**config.mk**
```make
export PLATFORM = sky130hd
export DESIGN_NAME = kelvin_irq_ctrl_flat
export DESIGN_NICKNAME = d
export VERILOG_FILES = /design/src/rtl/kelvin_irq_ctrl_if.sv /design/src/rtl/kelvin_irq_ctrl.sv /design/src/flat_wrapper.sv
export SDC_FILE = /design/constraint.sdc
export NUM_CORES = 1
export LEC_CHECK = 0
export CORE_MARGIN = 5
export CORE_UTILIZATION = 40
export CTS_CLUSTER_DIAMETER = 40
export DETAILED_ROUTE_END_ITERATION = 8
export PLACE_DENSITY = 0.78
export SKIP_LAST_GASP = 1
export SLEW_MARGIN = 20
export SYNTH_ARGS = -nofsm -noshare
export SYNTH_HDL_FRONTEND = slang
export SYNTH_SLANG_ARGS = --single-unit
```
**constraint.sdc**
```tcl
create_clock -name clk -period 2.65 [get_ports clk]
set_clock_uncertainty 0.15 [all_clocks]
set_input_delay 0.53 -clock clk [delete_from_list [all_inputs] [get_ports clk]]
set_output_delay 0.53 -clock clk [all_outputs]
set_load 0.01 [all_outputs]
```
**src/rtl/kelvin_irq_ctrl_if.sv**
```systemverilog
// Register-port bundle for kelvin_irq_ctrl: read/write strobes, address, write data,
// and the registered read-data return path.
interface kelvin_irq_ctrl_if;
    logic        cfg_we;
    logic        cfg_re;
    logic [1:0]  cfg_addr;
    logic [31:0] cfg_wdata;
    logic [31:0] cfg_rdata;
    logic        cfg_rvalid;

    modport master (output cfg_we, cfg_re, cfg_addr, cfg_wdata, input cfg_rdata, cfg_rvalid);
    modport slave  (input cfg_we, cfg_re, cfg_addr, cfg_wdata, output cfg_rdata, cfg_rvalid);
endinterface

```
**src/rtl/kelvin_irq_ctrl.sv**
```systemverilog
// Interrupt controller in front of the Kelvin core irq/te pins: pending/enable latching,
// fixed-priority claim/complete sequencing, fault/halt gating. KELVIN_IRQ_TIMEOUT_EN adds a timeout.
module kelvin_irq_ctrl #(
    parameter int NUM_SRC   = 8,
    parameter int TO_CYCLES = 1024
) (
    input  logic               clk,
    input  logic               reset,
    input  logic [NUM_SRC-1:0] src,
    kelvin_irq_ctrl_if.slave   cfg,
    output logic               irq,
    output logic               te,
    input  logic               halted,
    input  logic               fault,
    input  logic               wfi,
    output logic               busy,
    output logic               to_flag
);
    typedef enum logic [1:0] {
        S_IDLE    = 2'd0,
        S_PEND    = 2'd1,
        S_SERVICE = 2'd2,
        S_FAULT   = 2'd3
    } state_e;

    state_e             state_q, state_d;
    logic [NUM_SRC-1:0] pending_q, pending_d;
    logic [NUM_SRC-1:0] enable_q, enable_d;
    logic               te_q, te_d;
    logic               irq_q, irq_d;
    logic               busy_q, busy_d;
    logic               fault_seen_q, fault_seen_d;
    logic [31:0]        rdata_q, rdata_d;
    logic               rvalid_q, rvalid_d;

    logic [NUM_SRC-1:0] eligible_s, w1c_mask_s, claim_mask_s;
    logic [4:0]         winner_id_s;
    logic               wr_s, rd_s, claim_s, complete_s, fault_clr_s, to_clr_s, to_flag_s;
    logic               unused_s;

    function automatic logic [4:0] lowest_id(input logic [NUM_SRC-1:0] vec);
        logic [4:0] id;
        id = 5'd0;
        for (int i = NUM_SRC - 1; i >= 0; i--) begin
            id = vec[i] ? 5'(i) : id;
        end
        return id;
    endfunction

    assign eligible_s  = pending_q & enable_q;
    assign winner_id_s = lowest_id(eligible_s);
    assign unused_s    = ^{cfg.cfg_wdata, wfi, to_clr_s, 32'(TO_CYCLES)};

    // Register-port decode; a write in the same cycle suppresses the read.
    always_comb begin
        wr_s         = cfg.cfg_we;
        rd_s         = cfg.cfg_re & ~cfg.cfg_we;
        claim_s      = rd_s && (cfg.cfg_addr == 2'd2) && (state_q == S_PEND) &&
                       (eligible_s != {NUM_SRC{1'b0}});
        complete_s   = wr_s && (cfg.cfg_addr == 2'd3) && cfg.cfg_wdata[1] && (state_q == S_SERVICE);
        fault_clr_s  = wr_s && (cfg.cfg_addr == 2'd3) && cfg.cfg_wdata[2];
        to_clr_s     = wr_s && (cfg.cfg_addr == 2'd3) && cfg.cfg_wdata[3];
        w1c_mask_s   = (wr_s && (cfg.cfg_addr == 2'd1)) ? cfg.cfg_wdata[NUM_SRC-1:0] : {NUM_SRC{1'b0}};
        claim_mask_s = {NUM_SRC{1'b0}};
        for (int i = 0; i < NUM_SRC; i++) begin
            claim_mask_s[i] = claim_s && (winner_id_s == 5'(i));
        end
    end

    // Delivery FSM; a core fault overrides every other transition.
    always_comb begin
        state_d = state_q;
        if (fault) begin
            state_d = S_FAULT;
        end else begin
            case (state_q)
                S_IDLE:    state_d = ((eligible_s != {NUM_SRC{1'b0}}) && !halted) ? S_PEND : S_IDLE;
                S_PEND: begin
                    if (claim_s) begin
                        state_d = S_SERVICE;
                    end else if (eligible_s == {NUM_SRC{1'b0}}) begin
                        state_d = S_IDLE;
                    end else begin
                        state_d = S_PEND;
                    end
                end
                S_SERVICE: state_d = complete_s ? S_IDLE : S_SERVICE;
                S_FAULT:   state_d = fault_clr_s ? S_IDLE : S_FAULT;
                default:   state_d = S_IDLE;
            endcase
        end
    end

    // Register file, pending latch and output next-values; new src events win over clears.
    always_comb begin
        pending_d = (pending_q & ~w1c_mask_s & ~claim_mask_s) | src;
        enable_d  = (wr_s && (cfg.cfg_addr == 2'd0)) ? cfg.cfg_wdata[NUM_SRC-1:0] : enable_q;
        te_d      = (wr_s && (cfg.cfg_addr == 2'd3)) ? cfg.cfg_wdata[0] : te_q;
        irq_d     = (state_d == S_PEND) && !halted;
        busy_d    = (state_d == S_SERVICE);
        if (fault) begin
            fault_seen_d = 1'b1;
        end else if ((state_q == S_FAULT) && (state_d == S_IDLE)) begin
            fault_seen_d = 1'b0;
        end else begin
            fault_seen_d = fault_seen_q;
        end
        rvalid_d = rd_s;
        rdata_d  = rdata_q;
        if (rd_s) begin
            case (cfg.cfg_addr)
                2'd0:    rdata_d = 32'(enable_q);
                2'd1:    rdata_d = 32'(pending_q);
                2'd2:    rdata_d = claim_s ? {27'd0, winner_id_s + 5'd1} : 32'd0;
                2'd3:    rdata_d = {28'd0, to_flag_s, fault_seen_q, 1'b0, te_q};
                default: rdata_d = 32'd0;
            endcase
        end else begin
            rdata_d = rdata_q;
        end
    end

    // State and register flops with synchronous reset.
    always_ff @(posedge clk) begin
        if (reset) begin
            state_q      <= S_IDLE;
            pending_q    <= {NUM_SRC{1'b0}};
            enable_q     <= {NUM_SRC{1'b0}};
            te_q         <= 1'b0;
            irq_q        <= 1'b0;
            busy_q       <= 1'b0;
            fault_seen_q <= 1'b0;
            rdata_q      <= 32'd0;
            rvalid_q     <= 1'b0;
        end else begin
            state_q      <= state_d;
            pending_q    <= pending_d;
            enable_q     <= enable_d;
            te_q         <= te_d;
            irq_q        <= irq_d;
            busy_q       <= busy_d;
            fault_seen_q <= fault_seen_d;
            rdata_q      <= rdata_d;
            rvalid_q     <= rvalid_d;
        end
    end

`ifdef KELVIN_IRQ_TIMEOUT_EN
    localparam int TO_W = $clog2(TO_CYCLES + 1);
    logic [TO_W-1:0] to_cnt_q, to_cnt_d;
    logic            to_flag_q, to_flag_d;

    // Unclaimed-irq counter: saturates at TO_CYCLES, flag set once on arrival.
    always_comb begin
        if (state_q != S_PEND) begin
            to_cnt_d = {TO_W{1'b0}};
        end else if (irq_q && (to_cnt_q != TO_W'(TO_CYCLES))) begin
            to_cnt_d = to_cnt_q + TO_W'(1);
        end else begin
            to_cnt_d = to_cnt_q;
        end
        if ((to_cnt_d == TO_W'(TO_CYCLES)) && (to_cnt_q != TO_W'(TO_CYCLES))) begin
            to_flag_d = 1'b1;
        end else if (to_clr_s) begin
            to_flag_d = 1'b0;
        end else begin
            to_flag_d = to_flag_q;
        end
    end

    // Timeout flops.
    always_ff @(posedge clk) begin
        if (reset) begin
            to_cnt_q  <= {TO_W{1'b0}};
            to_flag_q <= 1'b0;
        end else begin
            to_cnt_q  <= to_cnt_d;
            to_flag_q <= to_flag_d;
        end
    end

    assign to_flag_s = to_flag_q;
`else
    assign to_flag_s = 1'b0;
`endif

    assign irq            = irq_q;
    assign te             = te_q;
    assign busy           = busy_q;
    assign to_flag        = to_flag_s;
    assign cfg.cfg_rdata  = rdata_q;
    assign cfg.cfg_rvalid = rvalid_q;
endmodule

```
**src/flat_wrapper.sv**
```systemverilog
// flat-port wrapper written by rule: the top's interface ports become plain ports
module kelvin_irq_ctrl_flat 
#(
    parameter int NUM_SRC   = 8,
    parameter int TO_CYCLES = 1024
)
  (clk, reset, src, irq, te, halted, fault, wfi, busy, to_flag, cfg_cfg_we, cfg_cfg_re, cfg_cfg_addr, cfg_cfg_wdata, cfg_cfg_rdata, cfg_cfg_rvalid);
  kelvin_irq_ctrl_if cfg_i ();
  input  logic clk;
  input  logic reset;
  input  logic [NUM_SRC-1:0] src;
  output logic irq;
  output logic te;
  input  logic halted;
  input  logic fault;
  input  logic wfi;
  output logic busy;
  output logic to_flag;
  input wire logic [$bits(cfg_i.cfg_we)-1:0] cfg_cfg_we;
  input wire logic [$bits(cfg_i.cfg_re)-1:0] cfg_cfg_re;
  input wire logic [$bits(cfg_i.cfg_addr)-1:0] cfg_cfg_addr;
  input wire logic [$bits(cfg_i.cfg_wdata)-1:0] cfg_cfg_wdata;
  output wire logic [$bits(cfg_i.cfg_rdata)-1:0] cfg_cfg_rdata;
  output wire logic [$bits(cfg_i.cfg_rvalid)-1:0] cfg_cfg_rvalid;
  assign cfg_i.cfg_we = cfg_cfg_we;
  assign cfg_i.cfg_re = cfg_cfg_re;
  assign cfg_i.cfg_addr = cfg_cfg_addr;
  assign cfg_i.cfg_wdata = cfg_cfg_wdata;
  assign cfg_cfg_rdata = cfg_i.cfg_rdata;
  assign cfg_cfg_rvalid = cfg_i.cfg_rvalid;
  kelvin_irq_ctrl #(.NUM_SRC(NUM_SRC), .TO_CYCLES(TO_CYCLES)) u_core (.clk(clk), .reset(reset), .src(src), .cfg(cfg_i), .irq(irq), .te(te), .halted(halted), .fault(fault), .wfi(wfi), .busy(busy), .to_flag(to_flag));
endmodule
```
After elaboration in Yosys (flattened, before gate mapping)
Index checks and enable logic that the tools add are counted.

Mux-type cells: 20. Reduce and logical (&&, ||, !) cells: 28. Add/subtract/negate cells: 1. Equal/unequal tests: 15. Bitwise logic cells: 8.

Operators with widths (count): 32-bit one-hot mux with 4 select lines (1); 5-bit two-way mux (8); 8-bit AND (3); 5-bit by 3-bit equality test with 1-bit output, second input constant (4); 1-bit logical AND (20); 8-bit NOT (2); 2-bit equality test, second input constant (5); 5-bit by 2-bit equality test with 1-bit output, second input constant (2); 8-bit zero test (1); 2-bit two-way mux (4); 8-bit two-way mux (1); 8-bit bitwise OR (1); 2-bit one-hot mux with 4 select lines (1); 8-bit nonzero test (1); 2-bit by 1-bit equality test with 1-bit output, second input constant (3); 2-bit zero test (3); 5-bit by 1-bit adder with 5-bit output, second input constant (1); 5-bit by 1-bit equality test with 1-bit output, second input constant (1); 5-bit zero test (1); 1-bit two-way mux (4); 3-bit two-way mux (1); 2-bit nonzero test (1); 1-bit AND (1); 1-bit zero test (1); 1-bit NOT (1).

Logic and storage cells: 81. Register bits after elaboration: 55.

Depth between registers and ports, before layout
Depth after elaboration: 14. Mapped depth: 8. Depth with buffers taken out: 8.

Worst setup path after synthesis
OpenSTA, ideal clock, no wires.

Path type: in2reg. Start: input port cfg_cfg_addr[0]. End: register u_core.pending_q[4]. Path buffers: 2. Stages on the path: 6. Slack: 0.381 ns. Arrival time: 1.998 ns. Library setup time: 0.122 ns. Cell sequence: clkbuf_1 -> nand4bb_1 -> or3b_1 -> clkbuf_1 -> or3_1 -> o311a_1.

Word-level cells in the longest chain between the ends: 8.

Ends and longest elaborated chain: from (decl) (RTL line flat_wrapper.sv:21) `input wire logic [$bits(cfg_i.cfg_addr)-1:0] cfg_cfg_addr;`; 2-bit equality test (RTL line kelvin_irq_ctrl.sv:58) `claim_s = rd_s && (cfg.cfg_addr == 2'd2) && (state_q == S_PEND) &&`; 1-bit logical AND (3 in series) (RTL line kelvin_irq_ctrl.sv:58); 1-bit logical AND (RTL line kelvin_irq_ctrl.sv:66) `claim_mask_s[i] = claim_s && (winner_id_s == 5'(i));`; 8-bit NOT (RTL line kelvin_irq_ctrl.sv:96) `pending_d = (pending_q & ~w1c_mask_s & ~claim_mask_s) | src;`; 8-bit AND * (RTL line kelvin_irq_ctrl.sv:96); 8-bit bitwise OR * (RTL line kelvin_irq_ctrl.sv:96); to (signal assigned) (RTL line kelvin_irq_ctrl.sv:127) `pending_q <= {NUM_SRC{1'b0}};`; to (signal assigned) (RTL line kelvin_irq_ctrl.sv:137) `pending_q <= pending_d;`; to (decl) (RTL line kelvin_irq_ctrl.sv:27) `logic [NUM_SRC-1:0] pending_q, pending_d;`.

Every way passes the cells marked *; elsewhere a longest branch is shown, timed or not. A chain may end at the register's enable or synchronous reset.

Worst setup path after layout
Start: input port cfg_cfg_addr[0]. End: register u_core.rdata_q[1], in the netlist u_core.cfg.cfg_rdata[1].

Word-level cells in the longest chain between the ends: 6.

Ends and longest elaborated chain: 2-bit equality test (RTL line kelvin_irq_ctrl.sv:58, kelvin_irq_ctrl.sv:111); 1-bit logical AND (3 in series) (RTL line kelvin_irq_ctrl.sv:58); 5-bit two-way mux (RTL line kelvin_irq_ctrl.sv:114) `2'd2: rdata_d = claim_s ? {27'd0, winner_id_s + 5'd1} : 32'd0;`; 32-bit one-hot mux with 4 select lines * (RTL line kelvin_irq_ctrl.sv:111) `case (cfg.cfg_addr)`; to (signal assigned) (RTL line kelvin_irq_ctrl.sv:143) `rdata_q <= rdata_d;`; to (decl) (RTL line kelvin_irq_ctrl.sv:33) `logic [31:0] rdata_q, rdata_d;`.

Every way passes the cells marked *; elsewhere a longest branch is shown, timed or not. The select of a mux whose other input is x is not followed.

==> flow_summary.toml <==
[outcome]
status = "finished, final reports clean"

[cts]
clkSinkCount = 31
cts_buffers = 5
tritoncts = "done"
post-cts-setup-buffer-count = 0
clk_latency_ns = 0.29
root_buffer = "clkbuf_8"
ctsHoldBuffers = 0
ctsResizeCount = 0
clock_path_buffers = 2
cts.clk_slew.worst_paths_ns = 0.06
htree_levels = 2

[yosys]
ys_top_cells_by_count = "dfxtp_1 (31), buf_4 (25), nor2_1 (19)"
ys.flop_type = "dfxtp_1"
netlist.area_leader.share_pct = 34.3
ys_ff_latch = 31
async_flop_share_pct = 0
ys_seq_area_share_pct = 34.3
synthTopCellsByArea = "dfxtp_1 (34%), buf_4 (10%), mux2i_1 (6.1%)"
yosysWarnings = 0
synth-edff-count = 0
synth_cell_type_count = 45
synth_area_leader_cell = "dfxtp_1"
syn_area_per_cell_um2 = 8.45
syn-cell-area_mm2 = 0.00181
yosysMostFrequentCell = "dfxtp_1"
syn_inst = 214

[setup_path]
cpPeakStageDelay_ns = 0.45
critical_path_class = "in2reg"
reg2reg_from = "u_core.enable_q[3]"
slowest_stage = "or3b_1"
rrSetupSlack_ns = 0.38
rr_worst_depth = 7
crit_fanout = 7
crit_arrival_ns = 2.35
cp-end-kind = "register"
reg2reg_to = "u_core.cfg.cfg_rdata[1]"
crit_path_start_kind = "primary input"
cp.required_ns = 2.73
crit_chain = "clkdlybuf4s50_1, nand4bb_1, or3b_1, buf_4, nor3_1, o221a_2"

[timing]
fin_tns_setup_ns = 0
fin_crit_sh_pct = 85.7
drv_slew = 0
rsz0062_at_grt = "no"
tightest_slew_ns = 0.628
hold_ws_ns = 0.359
min_period_ns = 2.27
hold_viol = 0
fmax_ghz = 0.441
setup_viol = 0
slew_headroom_pct = 58.2

[power]
vdd_ir_drop_max_v = 0.000199
leakagePower_nw = 0.887
power_density_mw_per_mm2 = 469

[flow_run]
maxCapViolations = 0

[die]
num_rows = 24
core_area_mm2 = 0.00438
dieHeight_um = 77.3
io_pins = 86
start_util_pct = 41.3
fp.dieW_um = 77.3
die_area_mm2 = 0.00597

[cells_and_area]
drive_above_1_share_pct = 9.45
num-fill-cells = 413
areaGrowthSynthToFinish_pct = 23.3
nets = 306
fin_util_pct = 50.9
stdcell_area_mm2 = 0.00223
insertedDiodeCount = 0

[global_route]
grtUsageTotal_pct = 13.9
grt_pass1_wl_um = 6780
overflow = 0
grt_pass1_vias = 1383
grt_max_degree = 18
antenna_found_initial = 0

[placed_design]
place_congestion = 0.901
io_buffers = 35
dpl.hpwl_um = 3240
placed_cell_area_mm2 = 0.00215

[route]
drc = 0
wl_per_cell_um = 13.9
first_iter_violations = 114
num_vias = 1596
finalWirelength_um = 4250
vias_per_cell = 5.22
first_pass_iters = 4
postRouteAntennaNets = 0

[min_path]
whs_path_depth = 2
worstHoldStart = "u_core.fault_seen_q"
whs_endpoint = "u_core.fault_seen_q"
hold_path_class = "reg2reg"
==> worst max-delay path by stage <==
stage,startpoint,cells after the start,to
5_1_grt,u_core.pending_q[5],9,u_core.pending_q[1]
6_report,cfg_cfg_addr[0],6,u_core.cfg.cfg_rdata[1]
3_3_place_gp,cfg_cfg_re,5,u_core.pending_q[4]
4_1_cts,cfg_cfg_addr[0],5,u_core.pending_q[4]
2_1_floorplan,cfg_cfg_addr[0],6,u_core.pending_q[4]
3_5_place_dp,cfg_cfg_re,5,u_core.pending_q[4]
==> layer usage <==
layer | vias up | share of wire, % | GRT usage, %
li1 | 799 | - | -
met1 | 729 | 45 | 18.1
met4 | 0 | 1.4 | 5.15
met5 | - | 0 | 0
met2 | 60 | 47 | 22.1
met3 | 8 | 6.2 | 3.40
==> flip-flops by register name, indices dropped and copies added, names as in the netlist <==
name	cells
u_core.enable_q	8
u_core.pending_q	8
u_core.fault_seen_q	1
u_core.irq	1
u_core.busy	1
u_core.state_q	2
u_core.cfg.cfg_rvalid	1
u_core.te	1
u_core.cfg.cfg_rdata	8
==> layout by cell type (no fill, tap or decap), drive strengths merged, types with 4 or more instances in the layout <==
master          n
clkdlybuf4s50  35
dfxtp          31
conb           25
nor2           19
nand2          14
inv            13
mux2i          11
a21oi          10
buf             8
o21ai           7
a22oi           7
clkbuf          7
nor3            6
nand3           5
mux2            5
ha              4
==> report_power, final <==
| part | internal (mW) | leakage, nW | switching, mW |
|---|---|---|---|
| sequential | 0.489 | 0.255 | 0.0248 |
| clock | 0.184 | 0.0422 | 0.168 |
| combinational | 0.0900 | 0.590 | 0.0908 |
==> logic make-up after synthesis <==
kind of cell	synth area share, %
AND/OR/NAND/NOR	19.4
buffers and inverters	15.1
AO/OA/AOI/OAI	19.0
flip-flops	34.3
multiplexers	9.20
adder cells (fa/ha/maj)	2.77
other	0.207
==> stage by stage <==
| stage | std cells | power (mW) | setup slack (ns) |
|---|---|---|---|
| floorplan | 238 | 0.648 | 0.381 |
| global placement | 298 | 0.698 | 0.123 |
| detailed placement | 298 | 0.702 | 0.134 |
| CTS | 306 | 1.05 | 0.424 |
| global route | 306 | 1.10 | 0.299 |
| finish | 306 | 1.05 | 0.380 |
==> layout make-up <==
type                       instances  area [um^2]  share of cell area, %
tap                               52         65.1                   2.92
clock inverter                     1         5.00                  0.224
sequential                        31          621                   27.8
multi-input combinational        159         1000                   45.0
clock buffer                       7         76.3                   3.42
timing repair buffer              43          410                   18.4
inverter                          13         48.8                   2.19
==> critical path, delay by kind of cell <==
family	cells	cell delay [ns]
and+or+nand+nor	3	0.99
buffers and inverters	2	0.60
AOI/OAI and AO/OA	1	0.24
Note: power is estimated with default switching activity, not from simulation.
==> RTL edit (config.mk and constraints unchanged) <==
Register the inputs `src`, `halted`, `fault` and `wfi` before use. The logic sees them one clock later. The other inputs are not delayed to match.
--- a/src/rtl/kelvin_irq_ctrl.sv
+++ b/src/rtl/kelvin_irq_ctrl.sv
@@ -23,6 +23,18 @@
         S_FAULT   = 2'd3
     } state_e;
 
+    logic [NUM_SRC-1:0] src_q;
+    logic halted_q;
+    logic fault_q;
+    logic wfi_q;
+
+    always_ff @(posedge clk) begin
+        src_q    <= src;
+        halted_q <= halted;
+        fault_q  <= fault;
+        wfi_q    <= wfi;
+    end
+
     state_e             state_q, state_d;
     logic [NUM_SRC-1:0] pending_q, pending_d;
     logic [NUM_SRC-1:0] enable_q, enable_d;
@@ -49,7 +61,7 @@
 
     assign eligible_s  = pending_q & enable_q;
     assign winner_id_s = lowest_id(eligible_s);
-    assign unused_s    = ^{cfg.cfg_wdata, wfi, to_clr_s, 32'(TO_CYCLES)};
+    assign unused_s    = ^{cfg.cfg_wdata, wfi_q, to_clr_s, 32'(TO_CYCLES)};
 
     // Register-port decode; a write in the same cycle suppresses the read.
     always_comb begin
@@ -70,11 +82,11 @@
     // Delivery FSM; a core fault overrides every other transition.
     always_comb begin
         state_d = state_q;
-        if (fault) begin
+        if (fault_q) begin
             state_d = S_FAULT;
         end else begin
             case (state_q)
-                S_IDLE:    state_d = ((eligible_s != {NUM_SRC{1'b0}}) && !halted) ? S_PEND : S_IDLE;
+                S_IDLE:    state_d = ((eligible_s != {NUM_SRC{1'b0}}) && !halted_q) ? S_PEND : S_IDLE;
                 S_PEND: begin
                     if (claim_s) begin
                         state_d = S_SERVICE;
@@ -93,12 +105,12 @@
 
     // Register file, pending latch and output next-values; new src events win over clears.
     always_comb begin
-        pending_d = (pending_q & ~w1c_mask_s & ~claim_mask_s) | src;
+        pending_d = (pending_q & ~w1c_mask_s & ~claim_mask_s) | src_q;
         enable_d  = (wr_s && (cfg.cfg_addr == 2'd0)) ? cfg.cfg_wdata[NUM_SRC-1:0] : enable_q;
         te_d      = (wr_s && (cfg.cfg_addr == 2'd3)) ? cfg.cfg_wdata[0] : te_q;
-        irq_d     = (state_d == S_PEND) && !halted;
+        irq_d     = (state_d == S_PEND) && !halted_q;
         busy_d    = (state_d == S_SERVICE);
-        if (fault) begin
+        if (fault_q) begin
             fault_seen_d = 1'b1;
         end else if ((state_q == S_FAULT) && (state_d == S_IDLE)) begin
             fault_seen_d = 1'b0;
Check against the original RTL: not equivalent (a bounded check fails within 4 cycles, from zero or initial values and one cycle with reset high).
==> RTL edit against the unedited design <==
Clock power rose by 42%. Setup slack improved by 0.17 ns. Routed wire length rose by 1.4%. Final area rose by 11%. Power up 30%. Sequential cell count is 10 higher. Final cell count increased by 7.2%. Synthesized area rose by 12%. Critical endpoint is now u_core.pending_q[6]$_SDFF_PP0_. Highest routed layer unchanged.
==> RTL edit: results <==
[run_status]
outcome = complete, no violations

[setup_path]
cpMaxStageDelayCell = sky130_fd_sc_hd__clkdlybuf4s50_1
rrSetupSlack_ns = 0.56
critical_path.max_stage_delay_ns = 0.42
reg2reg_to = u_core.cfg.cfg_rdata[2]$_SDFFE_PP0N_
arr_time_crit_path_ns = 2.14
timing.critical_path.from = cfg_cfg_we
logic_depth_of_the_worst_register_to_register_path = 8
path_max_fanout = 5

[min_path]
holdPathEnd = u_core.irq$_SDFF_PP0_

[global_route]
grt_util_all_layers_pct = 13.9
fraction_of_met3_tracks_used_by_global_routing_pct = 3.99
global_route_met1_utilization_pct = 18.0
first_global_vias = 1501

[detailed_routing]
wirelength_um = 4310

[final_layout]
flops_and_latches = 41
buffer_area_share_pct = 16.0
layout.comb_gates.multi_input = 163
multi_input_logic_portion_of_the_cell_area_pct = 41.5
register_area_um2 = 821
clk_share_pct = 4.66
finish.cell_count_without_fillers = 328

[placement]
placed_area_um2 = 2360
dp.cells = 320
detailedPlace.worstSlack_ns = 0.227

[power]
p_sw_share_pct = 24.8
p_per_area_nw_per_um2 = 548

[logic_synthesis]
post_synth_most_frequent_cells = sky130_fd_sc_hd__dfxtp_1, sky130_fd_sc_hd__nor2_1, sky130_fd_sc_hd__buf_4
synth.avg_cell_area_um2 = 9.10
syn_area_um2 = 2020
yosys.cell_types.count = 43
[RTL edit: worst max-delay path by stage]
stage                                            to  slack, ns  cells after the start
6_report             u_core.pending_q[6]$_SDFF_PP0_       0.55                      6
3_5_place_dp         u_core.pending_q[6]$_SDFF_PP0_       0.23                      6
4_1_cts              u_core.pending_q[6]$_SDFF_PP0_       0.54                      6
5_1_grt        u_core.cfg.cfg_rdata[2]$_SDFFE_PP0N_       0.39                      8
3_3_place_gp         u_core.pending_q[6]$_SDFF_PP0_       0.24                      6
2_1_floorplan        u_core.pending_q[5]$_SDFF_PP0_       0.78                      6
[RTL edit: routing by layer]
metal  wire length (µm)  up-vias  part of all wire, %
li1                   -      793                    -
met1               1870      735                   43
met2               2020       62                   47
met3                338        8                  7.8
met4                 80        0                  1.9
met5                  0        -                    0
